[src/rtl/ram_dump_pkg.sv]
// Shared types for the RAM dump reader: FSM state encoding and default sizing.
package ram_dump_pkg;

  localparam int DEPTH_DEF = 65;
  localparam int CSUM_W    = 8;

  typedef enum logic [2:0] {
    IDLE = 3'd0,
    RD   = 3'd1,
    WAIT = 3'd2,
    SEND = 3'd3,
    CSUM = 3'd4,
    DONE = 3'd5
  } dump_state_t;

endpackage

[src/rtl/ram_addr_wrap.sv]
// Address successor for a DEPTH-entry RAM: increments and wraps from DEPTH-1 back to 0.
module ram_addr_wrap #(
  parameter int DEPTH  = 65,
  parameter int ADDR_W = 8
) (
  input  logic [ADDR_W-1:0] addr_i,
  output logic [ADDR_W-1:0] next_o
);

  assign next_o = (addr_i == ADDR_W'(DEPTH - 1)) ? '0 : addr_i + 1'b1;

endmodule

[src/rtl/ram_dump_reader.sv]
// Streams a range of RamD bytes out over valid/ready through a synchronous read port.
// Optional trailing checksum beat is enabled by defining RAM_DUMP_CHECKSUM_EN.
module ram_dump_reader
  import ram_dump_pkg::*;
#(
  parameter int DEPTH  = DEPTH_DEF,
  parameter int ADDR_W = 8,
  parameter int DATA_W = 8,
  parameter int CNT_W  = $clog2(DEPTH + 1)
) (
  input  logic              clk,
  input  logic              reset,
  input  logic              start,
  input  logic [ADDR_W-1:0] start_addr,
  input  logic [CNT_W-1:0]  length,
  input  logic              abort,
  input  logic              mem_gnt,
  output logic              rd_en,
  output logic [ADDR_W-1:0] rd_addr,
  input  logic [DATA_W-1:0] rd_data,
  output logic              out_valid,
  input  logic              out_ready,
  output logic [DATA_W-1:0] out_data,
  output logic [ADDR_W-1:0] out_addr,
  output logic              out_last,
  output logic              busy,
  output logic              done
);

  dump_state_t       state_q;
  logic [ADDR_W-1:0] addr_q;
  logic [ADDR_W-1:0] addr_d;
  logic [CNT_W-1:0]  remaining_q;
  logic [CNT_W-1:0]  len_clamped;
  logic [DATA_W-1:0] out_data_q;
  logic [ADDR_W-1:0] out_addr_q;
  logic              out_valid_q;
  logic              out_last_q;
  logic              done_q;
  logic              last_data_beat;
`ifdef RAM_DUMP_CHECKSUM_EN
  logic [CSUM_W-1:0] sum_q;
  logic [CSUM_W-1:0] sum_nxt;

  assign sum_nxt = sum_q + CSUM_W'(out_data_q);
`endif

  ram_addr_wrap #(
    .DEPTH  (DEPTH),
    .ADDR_W (ADDR_W)
  ) u_wrap (
    .addr_i (addr_q),
    .next_o (addr_d)
  );

  assign len_clamped    = (length > CNT_W'(DEPTH)) ? CNT_W'(DEPTH) : length;
  assign last_data_beat = (remaining_q == CNT_W'(1));

  // The read strobe follows the grant combinationally so a denied cycle issues nothing.
  assign rd_en     = (state_q == RD) && mem_gnt && !abort;
  assign rd_addr   = addr_q;
  assign out_valid = out_valid_q;
  assign out_data  = out_data_q;
  assign out_addr  = out_addr_q;
  assign out_last  = out_last_q;
  assign busy      = (state_q != IDLE);
  assign done      = done_q;

  always_ff @(posedge clk or posedge reset) begin
    if (reset) begin
      state_q     <= IDLE;
      addr_q      <= '0;
      remaining_q <= '0;
      out_data_q  <= '0;
      out_addr_q  <= '0;
      out_valid_q <= 1'b0;
      out_last_q  <= 1'b0;
      done_q      <= 1'b0;
`ifdef RAM_DUMP_CHECKSUM_EN
      sum_q       <= '0;
`endif
    end else begin
      done_q <= 1'b0;
      if (abort && (state_q != IDLE)) begin
        state_q     <= IDLE;
        out_valid_q <= 1'b0;
        out_last_q  <= 1'b0;
      end else begin
        case (state_q)
          IDLE: begin
            if (start && !abort) begin
              addr_q      <= start_addr;
              remaining_q <= len_clamped;
`ifdef RAM_DUMP_CHECKSUM_EN
              sum_q       <= '0;
              if (len_clamped == '0) begin
                state_q     <= CSUM;
                out_data_q  <= '0;
                out_addr_q  <= '0;
                out_valid_q <= 1'b1;
                out_last_q  <= 1'b1;
              end else begin
                state_q <= RD;
              end
`else
              if (len_clamped == '0) begin
                state_q <= DONE;
                done_q  <= 1'b1;
              end else begin
                state_q <= RD;
              end
`endif
            end
          end
          RD: begin
            if (mem_gnt) state_q <= WAIT;
          end
          WAIT: begin
            out_data_q  <= rd_data;
            out_addr_q  <= addr_q;
            out_valid_q <= 1'b1;
`ifdef RAM_DUMP_CHECKSUM_EN
            out_last_q  <= 1'b0;
`else
            out_last_q  <= last_data_beat;
`endif
            state_q     <= SEND;
          end
          SEND: begin
            if (out_ready) begin
              out_valid_q <= 1'b0;
              out_last_q  <= 1'b0;
              remaining_q <= remaining_q - 1'b1;
              addr_q      <= addr_d;
`ifdef RAM_DUMP_CHECKSUM_EN
              sum_q       <= sum_nxt;
`endif
              if (!last_data_beat) begin
                state_q <= RD;
              end else begin
`ifdef RAM_DUMP_CHECKSUM_EN
                // Checksum beat is preloaded here so it appears with no gap.
                state_q     <= CSUM;
                out_data_q  <= DATA_W'(sum_nxt);
                out_addr_q  <= '0;
                out_valid_q <= 1'b1;
                out_last_q  <= 1'b1;
`else
                state_q <= DONE;
                done_q  <= 1'b1;
`endif
              end
            end
          end
          CSUM: begin
            if (out_ready) begin
              out_valid_q <= 1'b0;
              out_last_q  <= 1'b0;
              state_q     <= DONE;
              done_q      <= 1'b1;
            end
          end
          DONE:    state_q <= IDLE;
          default: state_q <= IDLE;
        endcase
      end
    end
  end

endmodule

[config.mk]
export PLATFORM = sky130hd
export DESIGN_NAME = ram_dump_reader
export DESIGN_NICKNAME = d
export VERILOG_FILES = /design/src/rtl/ram_dump_pkg.sv /design/src/rtl/ram_addr_wrap.sv /design/src/rtl/ram_dump_reader.sv
export SDC_FILE = /design/constraint.sdc
export NUM_CORES = 1
export LEC_CHECK = 0
export BUFFER_PORTS_ARGS = -buffer_cell sky130_fd_sc_hd__buf_2
export CELL_PAD_IN_SITES_DETAIL_PLACEMENT = 1
export CELL_PAD_IN_SITES_GLOBAL_PLACEMENT = 1
export CORE_UTILIZATION = 41
export CTS_CLUSTER_DIAMETER = 120
export DETAILED_ROUTE_END_ITERATION = 10
export PLACE_DENSITY = 0.88
export SLEW_MARGIN = 20
export SYNTH_ARGS = -nofsm -noshare
export SYNTH_HDL_FRONTEND = slang
export SYNTH_HIERARCHICAL = 1
export SYNTH_SLANG_ARGS = --single-unit
[constraint.sdc]
create_clock -name clk -period 4.12 [get_ports clk]
set_input_delay 0.412 -clock clk [delete_from_list [all_inputs] [get_ports clk]]
set_output_delay 0.412 -clock clk [all_outputs]
set_load 0.01 [all_outputs]
==> key figures <==
Synthesis
  • Yosys cell types: 42
  • Main area contributors after synthesis: dfrtp_1, mux2_2, nand2_1, a31oi_1, nor2_1
  • Main combinational cell family by area after synthesis: simple AND/OR/NAND/NOR gates
  • Avg Cell Area, Syn: 9.77 um^2
  • Simple-gate area share of the yosys netlist: 19.3%
  • Synthesized area: 1990 um^2
  • Ys Warns: 6
  • Complex-gate fraction of the synthesized area: 14.8%
  • Syn Inst Count: 204
  • Post-synth EDFFs: 0
  • Synth Area in Adders: 2.51%
  • Yosys top cell area share: 46.5%
  • Synth Flop Type: dfrtp_1
  • Syn Nets: 237
  • XOR/XNOR share of the synthesized area: 2.64%
  • Post-synth top area cell: dfrtp_1
  • Post-synthesis mux area share: 9.60%
  • Sequential area share after synthesis: 46.5%
  • Synth async-reset ratio: 100%
  • Flops & latches, synth: 37

Cells and area
  • Area grow syn2layout: 23.0%
  • Nets: 294
  • Final core occ: 52.2%
  • Share of layout cells above drive strength 1: 34.7%
  • Antenna diodes: 0

Clock tree
  • Clock root buffer: clkbuf_8
  • Max Root-Sink Buffers: 2
  • Worst-skew pair later-pin latency: 290 ps
  • Sink Count: 37
  • Hold_buf cts: 0
  • CTS tree: done
  • Setup Fix Bufs, Post-CTS: 0
  • Total CTS buffers: 5
  • Post_cts resized: 0
  • Clock slew at reported path FFs: 80 ps
  • H-tree depth: 2

Floorplan
  • # rows: 25
  • Die area: 5140 um^2
  • Initial Utilization: 42.5%
  • Die Ht: 71.7 um
  • Core Footprint: 4690 um^2
  • Io pins: 58
  • Die Wd: 71.7 um

STA
  • Final cycle utilization of the critical path: 49.8%
  • Fmax achieved: 0.488 GHz
  • Tightest Pin Transition: 790 ps
  • Total negative slack: 0 ps
  • Minimum clock period: 2050 ps
  • Slew margin rel.: 47.1%
  • RSZ-0062 raised after global routing: no
  • Fin. max-slew vios: 0
  • Fin. Hold Viols: 0
  • Setup Skew: 5.62 ps
  • Final setup vio count: 0

Placement
  • Port bufs: 57
  • DP HPWL: 3740 um
  • Placer Congestion: 0.825

Global routing
  • Vias in the first global route: 1776
  • Largest net degree at the start of global routing: 38
  • Global route total overflow: 0
  • First-pass GRT wire length: 8640 um
  • Initial antenna violation count: 0
  • Total GRT Usage: 22.1%

Critical path
  • CP Data Required Time: 4300 ps
  • Worst R2R Start: state_q[0]
  • CP endpoint kind: flip-flop
  • Critical path arrival: 2230 ps
  • Crit Path Class: flip-flop to flip-flop
  • Crit-path max FO: 15
  • Worst Setup SP: state_q[0]
  • Startpoint Class: flip-flop

Detailed routing
  • Pre-antenna DRT Iters: 4
  • Vias per Instance: 5.47
  • Vias: 1728
  • DRC violations left: 0
  • Drt wl/cell: 16.1 um
  • Final ANT Viol Nets: 0
  • DRT iter0 DRCs: 57
  • WL final: 5100 um

Flow run
  • Max-Cap Viols: 0

Power and ir drop
  • Pwr/cell area: 557 nW/um^2
  • Static leakage: 1.14 nW
  • Internal power: 922 uW
  • Sequential power share: 42.4%
  • Sw power: 444 uW
  • Part of the power in the clock network: 27.8%
  • Worst VDD drop: 211 uV
  • Net Sw Frac: 32.5%
  • Gate power share: 29.8%

Hold path
  • Hold crit path type: primary input to async pin

Status
  • Run status: completed
path summary, 6_finish.rpt:
check / to / slack (ps) / depth (start not counted)
hold / removal: out_data[3] / 220 / 3
hold reg to reg: out_addr[4] / 500 / 1
max in group asynchronous: remaining_q[4] / 3570 / 3
min in group clk: out_data[3] / 350 / 2
setup / recovery: out_addr[0] / 2070 / 3
setup reg to reg: out_addr[0] / 2070 / 3
critical path, stage by stage (launching register included):
cell     delay [ps]
dfrtp_1         560
nor4b_4         800
buf_6           230
mux2_2          340
final cells by class:
class	instances	area, um^2
fill	560	2240
multi-input combinational	147	975
sequential	37	926
timing repair buffer	59	304
clock buffer	5	68.8
clock inverter	3	68.8
tap	54	67.6
inverter	11	41.3
sequential cells by signal (all words and copies together), names as in the netlist:
register,cells
out_last,1
remaining_q,7
done,1
out_valid,1
rd_addr,8
out_data,8
state_q,3
out_addr,8
per-layer routing:
metal	GRT usage, %	up-vias	wire length (um)
met5	0	-	0
met3	4.64	8	235
met2	39.7	50	2650
met4	6.54	0	72
met1	26.6	831	2150
li1	-	839	-
logic make-up after synthesis:
| family | count (synthesis) |
|---|---|
| compound gates | 47 |
| xor+xnor | 6 |
| fa+ha+maj | 4 |
| buf+inv | 20 |
| flops | 37 |
| mux | 17 |
| simple gates | 73 |
synth_stat cells (2+ instances only):
master	count
dfrtp_1	37
nand2_1	28
nor2_1	18
mux2_2	17
a31oi_1	14
inv_1	11
o21ai_0	9
a21oi_1	8
buf_2	8
xnor2_1	6
ha_1	4
nand3_1	4
a211oi_1	3
nand4_1	3
nor3_1	3
a21o_1	2
and3_1	2
o21bai_1	2
or4_1	2
per-stage QoR:
| step | area [um^2] | hold slack [ps] | cells | worst slack (ps) | power [mW] |
|---|---|---|---|---|---|
| after floorplan | 1990 | 480 | 204 | 2450 | 0.819 |
| after global placement | 2300 | 485 | 307 | 2070 | 0.966 |
| after detailed placement | 2300 | 493 | 307 | 1960 | 0.996 |
| after CTS | 2440 | 231 | 315 | 1950 | 1.38 |
| after global routing | 2450 | 263 | 316 | 1870 | 1.46 |
| final | 2450 | 221 | 316 | 2070 | 1.37 |
power by group through the flow:
stage	Combinational (mW)	Sequential (mW)	Clock [mW]
finish	0.407	0.579	0.380
global route	0.455	0.599	0.407
CTS	0.412	0.581	0.390
detailed placement	0.408	0.588	0
global placement	0.388	0.578	0
floorplan	0.213	0.606	0
placed cells by master, fill, tap and decap left out, types with 4 or more instances in the layout:
cell      count
a21oi_1       8
xnor2_1       6
inv_1        11
dfrtp_1      37
buf_2        57
nand3_1       4
clkbuf_8      5
ha_1          4
mux2_2       17
o21ai_0       9
nand2_1      28
nor2_1       18
a31oi_1      14
No activity file was read; power rests on OpenSTA's default activity.
